===== config.mk =====
export PLATFORM = sky130hd
export DESIGN_NAME = tnew_scoreboard
export DESIGN_NICKNAME = d
export VERILOG_FILES = /design/src/rtl/tnew_scoreboard.sv
export SDC_FILE = /design/constraint.sdc
export NUM_CORES = 1
export LEC_CHECK = 0
export ABC_AREA = 0
export ABC_CLOCK_PERIOD_IN_PS = 4120
export BUFFER_PORTS_ARGS = -buffer_cell sky130_fd_sc_hd__buf_2
export CORE_MARGIN = 3
export CORE_UTILIZATION = 29
export CTS_CLUSTER_DIAMETER = 150
export DETAILED_ROUTE_END_ITERATION = 6
export SLEW_MARGIN = 20
export SYNTH_ARGS = -nofsm -noshare
export SYNTH_HDL_FRONTEND = slang
export SYNTH_SLANG_ARGS = --single-unit

===== constraint.sdc =====
create_clock -name clk -period 4.12 [get_ports clk]
set_clock_uncertainty 0.2 [all_clocks]
set_input_delay 0.206 -clock clk [delete_from_list [all_inputs] [get_ports clk]]
set_output_delay 0.206 -clock clk [all_outputs]
set_load 0.02 [all_outputs]

===== src/rtl/tnew_scoreboard.sv =====
// tnew_scoreboard: Tuse/Tnew hazard scoreboard for the MIPS D stage.
// It tracks in-flight destination registers over STAGES downstream stages,
// ages their Tnew each cycle, and produces the D-stage stall, the per-operand
// forwarding selects and the HI/LO busy interlock for mult/div.
module tnew_scoreboard #(
  parameter int STAGES   = 3,
  parameter int AW       = 5,
  parameter int TW       = 3,
  parameter int MULT_LAT = 5,
  parameter int DIV_LAT  = 10,
  parameter int SW       = $clog2(STAGES + 1)
) (
  input  logic          clk,
  input  logic          reset,
  input  logic          d_valid,
  input  logic [AW-1:0] d_rs,
  input  logic [AW-1:0] d_rt,
  input  logic [TW-1:0] d_tuse_rs,
  input  logic [TW-1:0] d_tuse_rt,
  input  logic [AW-1:0] d_dst,
  input  logic [TW-1:0] d_tnew,
  input  logic          d_md_start,
  input  logic          d_md_is_div,
  input  logic          d_md_use,
  input  logic          flush,
  output logic          stall,
  output logic [SW-1:0] fwd_rs_sel,
  output logic [SW-1:0] fwd_rt_sel,
  output logic          md_busy
);

  // All-ones Tuse means the operand is not read at all.
  localparam logic [TW-1:0] TUSE_NONE = '1;
  localparam int MAX_LAT = (DIV_LAT > MULT_LAT) ? DIV_LAT : MULT_LAT;
  localparam int CW      = $clog2(MAX_LAT + 1);

  // Saturating decrement used for Tnew ageing: a result that already exists
  // stays at zero for the rest of its trip down the pipe.
  function automatic logic [TW-1:0] sat_dec(input logic [TW-1:0] t);
    return (t == '0) ? '0 : t - TW'(1);
  endfunction

  // Entry 1 is the youngest (stage E); entry STAGES is the oldest.
  logic [STAGES:1] vld_q, vld_d;
  logic [AW-1:0]   dst_q  [1:STAGES];
  logic [AW-1:0]   dst_d  [1:STAGES];
  logic [TW-1:0]   tnew_q [1:STAGES];
  logic [TW-1:0]   tnew_d [1:STAGES];
  logic [CW-1:0]   md_cnt_q, md_cnt_d;

  logic            rs_hit, rs_hz, rt_hit, rt_hz;
  logic [SW-1:0]   rs_sel, rt_sel;
  logic            md_busy_int;
  logic            issue;
  logic            md_issue;

  // Youngest-match search for each source operand against the tracked entries.
  always_comb begin
    rs_hit = 1'b0;
    rs_hz  = 1'b0;
    rs_sel = '0;
    rt_hit = 1'b0;
    rt_hz  = 1'b0;
    rt_sel = '0;
    if (d_tuse_rs != TUSE_NONE && d_rs != '0) begin
      for (int k = 1; k <= STAGES; k++) begin
        if (!rs_hit && vld_q[k] && dst_q[k] == d_rs) begin
          rs_hit = 1'b1;
          if (tnew_q[k] > d_tuse_rs) rs_hz = 1'b1;
          else if (tnew_q[k] == '0) rs_sel = SW'(k);
        end
      end
    end
    if (d_tuse_rt != TUSE_NONE && d_rt != '0) begin
      for (int k = 1; k <= STAGES; k++) begin
        if (!rt_hit && vld_q[k] && dst_q[k] == d_rt) begin
          rt_hit = 1'b1;
          if (tnew_q[k] > d_tuse_rt) rt_hz = 1'b1;
          else if (tnew_q[k] == '0) rt_sel = SW'(k);
        end
      end
    end
  end

  // Outputs are forced quiet while reset is held so that the undefined
  // pre-reset state never leaks out; flush deliberately does not appear here.
  always_comb begin
    md_busy_int = (md_cnt_q != '0);
    md_busy     = !reset && md_busy_int;
    stall       = !reset && d_valid &&
                  (rs_hz || rt_hz || ((d_md_use || d_md_start) && md_busy_int));
    fwd_rs_sel  = reset ? '0 : rs_sel;
    fwd_rt_sel  = reset ? '0 : rt_sel;
  end

  // Next-state: shift entries down with Tnew ageing, capture D into entry 1,
  // and run the HI/LO busy counter.
  always_comb begin
    issue    = d_valid && !stall && !flush;
    md_issue = issue && d_md_start;

    // Stage 1: capture from D (only real register writes) or insert a bubble
    vld_d[1]  = issue && d_dst != '0 && d_tnew != '0;
    dst_d[1]  = d_dst;
    tnew_d[1] = sat_dec(d_tnew);

    // Stages 2..STAGES: age the previous entry by one cycle
    for (int k = 2; k <= STAGES; k++) begin
      vld_d[k]  = vld_q[k-1] && !flush;
      dst_d[k]  = dst_q[k-1];
      tnew_d[k] = sat_dec(tnew_q[k-1]);
    end

    md_cnt_d = md_cnt_q;
    if (md_issue) md_cnt_d = d_md_is_div ? CW'(DIV_LAT) : CW'(MULT_LAT);
    else if (md_cnt_q != '0) md_cnt_d = md_cnt_q - CW'(1);
  end

  // Control state: entry valids and the md counter are the only reset flops.
  always_ff @(posedge clk) begin
    if (reset) begin
      vld_q    <= '0;
      md_cnt_q <= '0;
    end else begin
      vld_q    <= vld_d;
      md_cnt_q <= md_cnt_d;
    end
  end

  // Entry payload: qualified by the valids, so it needs no reset.
  always_ff @(posedge clk) begin
    for (int k = 1; k <= STAGES; k++) begin
      dst_q[k]  <= dst_d[k];
      tnew_q[k] <= tnew_d[k];
    end
  end

endmodule


==> summary.txt <==
Status
  – Status: finished clean

Drt
  – DRT Pass-1 Iters: 4
  – Drc violations: 0
  – Final antenna-violating net count: 0
  – Iter 0 DRT Violations: 97
  – WL final: 4653 um
  – Routed vias/inst: 4.894
  – Total vias in the final route: roughly 1700
  – DR WL/cell: 13.65 um

Setup path
  – Flop2flop setup slack: ~1.6 ns
  – CP Class: reg2out
  – Worst setup EP type: output pin
  – CP Max Fanout: 5
  – Worst path required time: 3.71 ns
  – Crit path DAT: between 2 and 3 ns
  – Worst Setup Start Kind: register

Pwr
  – P_leak: roughly 0.0011 uW
  – NetSw: 293.5 uW
  – Seq pwr share: between 30 and 40%
  – Comb power frac: around 29%
  – PwrDens: a little under 400 nW/um2
  – Clk pwr share: around a third
  – Sw Share: 30.67%
  – Peak VDD IR: approximately 0.00015 V
  – P_int: ~660 uW

Yosys
  – Yosys top cell area share: between 30% and 40%
  – Synth top area cells: dfxtp_1 (32%), ha_1 (16%), xor2_1 (7.2%)
  – Synthesis Warnings: 0
  – Net count after synthesis: between 200 and 300
  – Cell count after synthesis: 213
  – Mean Syn Cell Area: roughly 9.1 um2
  – Yosys reg bits: 31
  – Synth cell types: 40
  – Largest area contributor in the netlist: dfxtp_1
  – Sequential-to-total area share from yosys stat: between 30% and 40%
  – Cell area after synthesis: between 1500 and 2000 um2

Place
  – Dpl hpwl: 3844 um
  – GP Congestion: about 0.84
  – IO buf count: 36
  – Post-placement cell count: roughly 330
  – Area after DPL: between 2000 and 2500 um2

Global routing
  – First-pass GRT wire length: 7769 um
  – Largest net degree at the start of global routing: 14
  – Vias in the first global route: 1656
  – Initial antenna violation count: 0
  – Gr ovfl total: 0
  – Global Route Usage Sum: 13.06%

STA
  – RSZ-0062 raised after global routing: no
  – Final min period: roughly 2.9 ns
  – Setup TNS: 0 ns
  – Period Utilization, post-route: between 70 and 80%
  – Final Max Tran Viols: 0
  – Slew headroom: about 58%
  – Max Clk Rate: roughly 340 MHz
  – Slew at the pin closest to its max-slew limit: 0.6341 ns
  – Endpoints failing setup: 0
  – Hold Vio Cnt, Final: 0

CTS
  – H-Tree Depth: 2
  – TritonCTS clock tree: done
  – Worst skew pair latency: just under 0.3 ns
  – Root buf cell: clkbuf_8
  – CTS resizes: 0
  – Inserted Clock Buffers: 5
  – Clock sinks: 31
  – Clock Path Buffers: 2
  – Clk slew on worst S/H paths: 0.07 ns

Floorplan
  – Core area: roughly 6400 um2
  – IO Count: 37
  – FP Rows: 29
  – Die Span Y: about 90 um
  – Die Span X: just under 90 um
  – Die ar.: 7719 um2
  – Starting Density: 30.26%

Finish
  – Most common cell after layout, fill and taps aside: buf_2
  – Fillers: ~650
  – Finished Cell Area: approximately 2400 um2
  – Multi-input logic area: approximately 1300 um2
  – Area delta synth->final: 24.21%
  – Layout cells sized above 1: just under 20%
  – Storage element area: roughly 620 um2
  – NumNets Final: around 320
  – Most frequent cells in the layout: buf_2 (36), dfxtp_1 (31), ha_1 (25)
  – # diodes: 0
  – Post-Layout Cell Count: ~340

Flow run
  – Max_cap viols: 0

Min path
  – HP Class: in2reg
==> cells in the mapped netlist <==
master     n
nand2_1    6
nor4_2     1
or4_1      2
nand4b_1   1
nor3_1     7
a311o_1    1
o21ai_0   11
nor4_1     3
nor2_1    16
a31o_1     1
nand2b_1   2
or3b_2     1
or4_2      1
xnor2_1   15
o211ai_1   1
o31ai_1    2
a211o_1    1
nor4b_1    1
inv_1     17
dfxtp_1   31
or3_1      2
nand3_1    4
clkbuf_1   1
ha_1      25
a211oi_2   1
o22ai_2    1
mux2_2     3
a31oi_1    1
xor2_1    16
mux2i_1    1
nand4_1    5
nor2b_1   10
a211oi_1   1
a32oi_1    3
nor4bb_1   1
a311oi_1   1
a21oi_1    5
and3_1     6
o21a_1     2
nor3b_1    3
==> state kept, by name, indices dropped and copies added (netlist names) <==
register and count:
md_cnt_q 4, tnew_q 9, vld_q 3, dst_q 15
==> cells by family after synthesis <==
| logic type | synth area share (%) |
|---|---|
| and+or+nand+nor | 20.99 |
| AOI/OAI and AO/OA | 11.27 |
| xor gates and xnor gates | 13.97 |
| DFF | 31.94 |
| adders and majority gates | 16.10 |
| buffers and inverters | 3.477 |
| muxes | 2.254 |
==> layer usage <==
metal  track usage (%)  routed length [um]
met1             18.51                2299
met5                 0                   0
met3             3.198                 227
met4             4.184                  63
met2             19.38                2063
==> power groups by stage <==
stage          Clock (uW)  Sequential [uW]  Combinational, uW
6_report              313              369                275
5_1_grt               334              376                320
4_1_cts               316              370                277
3_5_place_dp            0              376                270
3_3_place_gp            0              376                263
2_1_floorplan           0              367                200
==> critical path: stages, from the launching register on <==
cell and delay (ns):
dfxtp_1 0.31, inv_1 0.09, ha_1 0.21, nor3b_1 0.56
nor3_1 0.17, a211o_1 0.31, o22ai_2 0.23, nand2_1 0.15
buf_2 0.19
==> stage by stage <==
stage | power [uW] | worst slack, ns | hold WS, ns | util [%]
2_1_floorplan | 566.8 | 1.797 | 0.03372 | -
3_3_place_gp | 638.6 | 1.700 | 0.1217 | 34.50
3_5_place_dp | 645.8 | 1.582 | 0.1223 | 34.50
4_1_cts | 963.1 | 1.225 | 0.07420 | 37.58
5_1_grt | 1030 | 0.9827 | 0.09861 | 37.58
6_report | 957.1 | 1.216 | 0.07685 | 37.58
==> path summary, 6_finish.rpt <==
| path | from | to | cells after the start |
|---|---|---|---|
| worst min-delay path | reset | vld_q[3]$_SDFF_PP0_ | 2 |
| worst min register to register | dst_q[0][7]$_DFF_P_ | dst_q[0][12]$_DFF_P_ | 0 |
| worst max-delay path | md_cnt_q[0]$_SDFFE_PP0P_ | stall | 8 |
| worst max register to register | md_cnt_q[0]$_SDFFE_PP0P_ | md_cnt_q[0]$_SDFFE_PP0P_ | 8 |
==> final cells by class <==
| class | count | area share (%) |
|---|---|---|
| Clock inverter | 2 | 1.452 |
| Tap cell | 77 | 3.992 |
| Clock buffer | 6 | 3.421 |
| Inverter | 17 | 2.644 |
| Sequential cell | 31 | 25.71 |
| Timing Repair Buffer | 44 | 10.78 |
| Multi-Input combinational cell | 164 | 52.00 |
==> repair_timing <==
item | CTS | global route
hold buffers | 8 | 0
endpoints found under the hold margin | 10 | 0
setup buffers | 0 | 0
(Power assumes the default switching activity.)
